`src/rtl/l2_flush_walker.sv`:
```
// Walks every line index of an L2 dirty-bit array, issues a writeback for each
// dirty line, clears its bit, and pulses done once the last index has been visited.
module l2_flush_walker #(
  parameter int AWTH = 3
) (
  input  logic            clk_i,
  input  logic            rst_i,
  input  logic            flush_req_i,
  output logic            flush_busy_o,
  output logic            flush_done_o,
  output logic [AWTH-1:0] dirty_raddr_o,
  input  logic            dirty_rdata_i,
  output logic            dirty_clr_o,
  output logic [AWTH-1:0] dirty_caddr_o,
  output logic            wb_req_o,
  output logic [AWTH-1:0] wb_addr_o,
  input  logic            wb_ack_i,
  output logic [AWTH:0]   wb_cnt_o,
  output logic [2:0]      state_o
);

  // Writeback handshake: wb_req_o/wb_addr_o are held stable from the first WB
  // cycle until a cycle with wb_req_o=1 and wb_ack_i=1; wb_ack_i is ignored
  // whenever wb_req_o is low.
  typedef enum logic [2:0] {
    IDLE  = 3'd0,
    SCAN  = 3'd1,
    WB    = 3'd2,
    CLEAR = 3'd3,
    DONE  = 3'd4
  } state_t;

  localparam logic [AWTH-1:0] IDX_LAST = {AWTH{1'b1}};
  localparam logic [AWTH-1:0] IDX_ONE  = {{(AWTH-1){1'b0}}, 1'b1};
  localparam logic [AWTH:0]   CNT_ONE  = {{AWTH{1'b0}}, 1'b1};

  state_t          state_q, state_d;
  logic [AWTH-1:0] idx_q, idx_d;
  logic [AWTH:0]   cnt_q, cnt_d;

  always_ff @(posedge clk_i or negedge rst_i) begin
    if (!rst_i) begin
      state_q <= IDLE;
      idx_q   <= '0;
      cnt_q   <= '0;
    end else begin
      state_q <= state_d;
      idx_q   <= idx_d;
      cnt_q   <= cnt_d;
    end
  end

  always_comb begin
    state_d      = state_q;
    idx_d        = idx_q;
    cnt_d        = cnt_q;
    flush_busy_o = (state_q != IDLE);
    flush_done_o = 1'b0;
    wb_req_o     = 1'b0;
    dirty_clr_o  = 1'b0;
    case (state_q)
      IDLE: begin
        if (flush_req_i) begin
          state_d = SCAN;
          idx_d   = '0;
          cnt_d   = '0;
        end
      end
      SCAN: begin
        if (dirty_rdata_i) begin
          state_d = WB;
        end else if (idx_q == IDX_LAST) begin
          state_d = DONE;
        end else begin
          idx_d = idx_q + IDX_ONE;
        end
      end
      WB: begin
        wb_req_o = 1'b1;
        if (wb_ack_i) begin
          state_d = CLEAR;
          cnt_d   = cnt_q + CNT_ONE;
        end
      end
      CLEAR: begin
        dirty_clr_o = 1'b1;
        // The last index always exits through DONE so idx never wraps.
        if (idx_q == IDX_LAST) begin
          state_d = DONE;
        end else begin
          state_d = SCAN;
          idx_d   = idx_q + IDX_ONE;
        end
      end
      DONE: begin
        flush_done_o = 1'b1;
        state_d      = IDLE;
      end
      default: state_d = IDLE;
    endcase
  end

  assign dirty_raddr_o = idx_q;
  assign dirty_caddr_o = idx_q;
  assign wb_addr_o     = idx_q;
  assign wb_cnt_o      = cnt_q;
  assign state_o       = state_q;

endmodule

```
`config.mk`:
```
export PLATFORM = sky130hd
export DESIGN_NAME = l2_flush_walker
export DESIGN_NICKNAME = d
export VERILOG_FILES = /design/src/rtl/l2_flush_walker.sv
export SDC_FILE = /design/constraint.sdc
export NUM_CORES = 1
export LEC_CHECK = 0
export CAP_MARGIN = 20
export CORE_MARGIN = 5
export CORE_UTILIZATION = 37
export CTS_CLUSTER_SIZE = 25
export DETAILED_ROUTE_END_ITERATION = 10
export GPL_TIMING_DRIVEN = 1
export HOLD_SLACK_MARGIN = 0.02
export PLACE_DENSITY = 0.72
export SYNTH_ARGS = -nofsm -noshare
export SYNTH_HDL_FRONTEND = slang
export SYNTH_SLANG_ARGS = --single-unit
export TNS_END_PERCENT = 5
```
`constraint.sdc`:
```
create_clock -name clk_i -period 1.5 [get_ports clk_i]
set_clock_uncertainty 0.05 [all_clocks]
set_input_delay 0.3 -clock clk_i [delete_from_list [all_inputs] [get_ports clk_i]]
set_output_delay 0.3 -clock clk_i [all_outputs]
set_load 0.02 [all_outputs]
```
==> metrics.md <==
| Metric | Value |
|---|---|
| Worst Path Max Fanout | `5` |
| Sequential fraction of the synthesis area | `0.391` |
| FP Rows | `15` |
| Share of cells above drive strength 1 | `0.398` |
| FFs w/ async S/R, synth | `1.00` |
| Final Hold Vio Count | `0` |
| Wire per inst | `about 14 um` |
| Worst skew pair latency | `0.27 ns` |
| Synth Flop Type | `dfrtp_1` |
| Clk root buf | `clkbuf_4` |
| First drt pass iteration count | `4` |
| Ys Warns | `0` |
| Max-slew violations | `0` |
| Ports | `25` |
| Die H | `51.6 um` |
| Type of the worst min-delay path | `in2async` |
| Syn_nets | `between 70 and 80` |
| Syn Inst Count | `70` |
| EDFF count, synth | `0` |
| Clk slew on worst S/H paths | `0.06 ns` |
| Failing checks | `setup timing` |
| Port Buffers | `24` |
| Total gr overflow | `0` |
| Starting Density | `0.379` |
| Core area | `about 1700 um2` |
| PwrDens | `2090 nW/um2` |
| Yosys top cell area share | `0.391` |
| ANT nets after route | `0` |
| Top post-synthesis cells by area | `dfrtp_1 (39%), buf_4 (7.0%), mux2i_1 (6.3%)` |
| First-pass GRT wire length | `2880 um` |
| Antenna violations before repair | `0` |
| Unique masters post-synth | `26` |
| H-tree levels | `1` |
| Period minus WS final | `1.60 ns` |
| Leak | `around 0.50 nW` |
| Buf+Inv Stages, Crit Path | `1` |
| Final WL | `between 1500 and 2000 um` |
| CP peak stage delay | `around 0.43 ns` |
| Nets | `roughly 110` |
| Data required, critical path | `1.15 ns` |
| CP max stage cell | `dfrtp_2` |
| Number of max-cap violations | `0` |
| Status | `finished, violations left` |
| Max Fclk | `627 MHz` |
| Total Routing Usage GR | `0.149` |
| DP Wirelength | `1370 um` |
| Peak supply drop | `0.00124 V` |
| RSZ-0062 raised after global routing | `yes` |
| Post-CTS Hold Buffers | `0` |
| Starting DRC count in detailed routing | `14` |
| Number of global-route vias before repair | `609` |
| Cell Area, Synth | `641 um2` |
| Final cycle utilization of the critical path | `1.06` |
| Final non-filler cell total | `120` |
| Cells after DPL | `between 100 and 150` |
| Synth area leader | `dfrtp_1` |
| Num Clock Sinks | `10` |
| CTS Buf Count | `3` |
| Die W | `51.6 um` |
| Crit. End Element | `output port` |
| Min setup slack post-route | `-0.0957 ns` |
| Final GP Congestion | `0.780` |
| Die Area | `2660 um2` |
| R2r setup slk | `0 ns` |
| Total number of vias | `626` |
| Clock buffer depth | `2` |
| Slew @ Worst Pin | `approximately 0.46 ns` |
| Critical path class | `reg2out` |
| CP top delay family | `flip-flops` |
| Critical-path cell list | `or3_4, buf_6` |
| Slew HR | `0.692` |
| Via-to-Cell Ratio | `5.22` |
| Syn avg cell area | `9.15 um2` |
| #FFs+latches synth | `10` |
| N_diodes | `0` |
| Area growth, synth to finish | `53.9%` |
| Largest net degree at the start of global routing | `11` |
| CTS tree | `done` |
| Post-route DRC | `0` |
| Startpoint Class | `flip-flop` |
| Worst EP arrival | `~1.3 ns` |
| Final setup vio count | `4` |
| Pre-CTS WS | `-0.197 ns` |
[cells in the final DEF, fill, tap and decap left out, types with 2 or more instances in the layout]
master,count
buf_4,16
buf_6,2
clkbuf_2,5
clkbuf_4,3
clkdlybuf4s50_1,4
dfrtp_1,6
dfrtp_2,4
dlygate4sd2_1,10
ha_4,2
inv_1,3
inv_2,2
mux2i_1,4
nand2_1,3
nand3_1,5
nor2_1,3
nor4b_1,2
o21ai_0,8
or4_1,3
[cells by family (layout without fill, tap and decap cells)]
family / count (synthesis) / in the layout / synth area share
compound gates: 12 / 12 / 0.111
buf+inv: 15 / 48 / 0.148
mux: 4 / 4 / 0.0625
simple gates: 26 / 26 / 0.229
fa+ha+maj: 3 / 3 / 0.0586
flops: 10 / 10 / 0.391
[layout make-up]
cell class / count / area (um2)
multi-input cells: 45 / 344
repair buffers: 39 / 320
fillers: 159 / 703
well taps: 17 / 21.3
inverters: 5 / 18.8
flip-flops and latches: 10 / 255
clock buffers: 4 / 26.3
[layer usage]
layer  vias to the layer above  global-route usage  wire (um)
li1                        311                   -          -
met2                        14               0.239        837
met5                         -                   0          0
met3                         5              0.0401         86
met4                         0              0.0917         48
met1                       296               0.175        753
[synthesized netlist by cell type (all sizes together), types with 2 or more instances]
master / number
mux2i: 4
or4: 3
inv: 5
o21ai: 8
nor4b: 2
buf: 9
dfrtp: 10
nor2: 4
ha: 3
nand3: 5
nand2b: 2
nand2: 3
[registers in the layout (all words and copies together) (netlist names)]
signal,cells
wb_cnt_o,4
state_o,3
dirty_caddr_o,3
[stage by stage]
stage / total power, W / hold slack (ns) / utilization / TNS, ns / area (um2)
final: 0.00206 / 0.297 / 0.584 / -0.115 / 986
after global routing: 0.00225 / 0.323 / 0.584 / -0.400 / 986
after CTS: 0.00207 / 0.316 / 0.590 / -0.172 / 997
after detailed placement: 0.00197 / 0.502 / 0.584 / -1.33 / 986
after global placement: 0.00192 / 0.491 / 0.584 / -1.26 / 986
after floorplan: 0.00135 / -0.0456 / - / -0.133 / 676
[what timing repair did]
item                                    CTS  global route
gates resized for setup                  45            13
cloned                                    0             0
pin swaps                                 2             3
endpoints found under the hold margin     0             0
endpoints found under the setup margin   21            16
setup buffers                             0             0
[report_power, final]
part | leakage (nW) | switching [W] | total, W | internal (W)
combinational | 0.355 | 0.000706 | 0.00135 | 0.000644
sequential | 0.126 | 0.000136 | 0.000516 | 0.000380
clock | 0.0150 | 0.0000936 | 0.000197 | 0.000103
[worst paths after layout]
path                             startpoint                to  depth (start not counted)
max                              state_o[0]      flush_busy_o                          2
min                                   rst_i       wb_cnt_o[1]                          1
max reg2reg                dirty_caddr_o[0]  dirty_caddr_o[0]                          5
min reg2reg                     wb_cnt_o[3]       wb_cnt_o[3]                          2
max in group asynchronous             rst_i  dirty_caddr_o[0]                          1
min in group clk_i              wb_cnt_o[3]       wb_cnt_o[3]                          2
(Power assumes the default switching activity.)
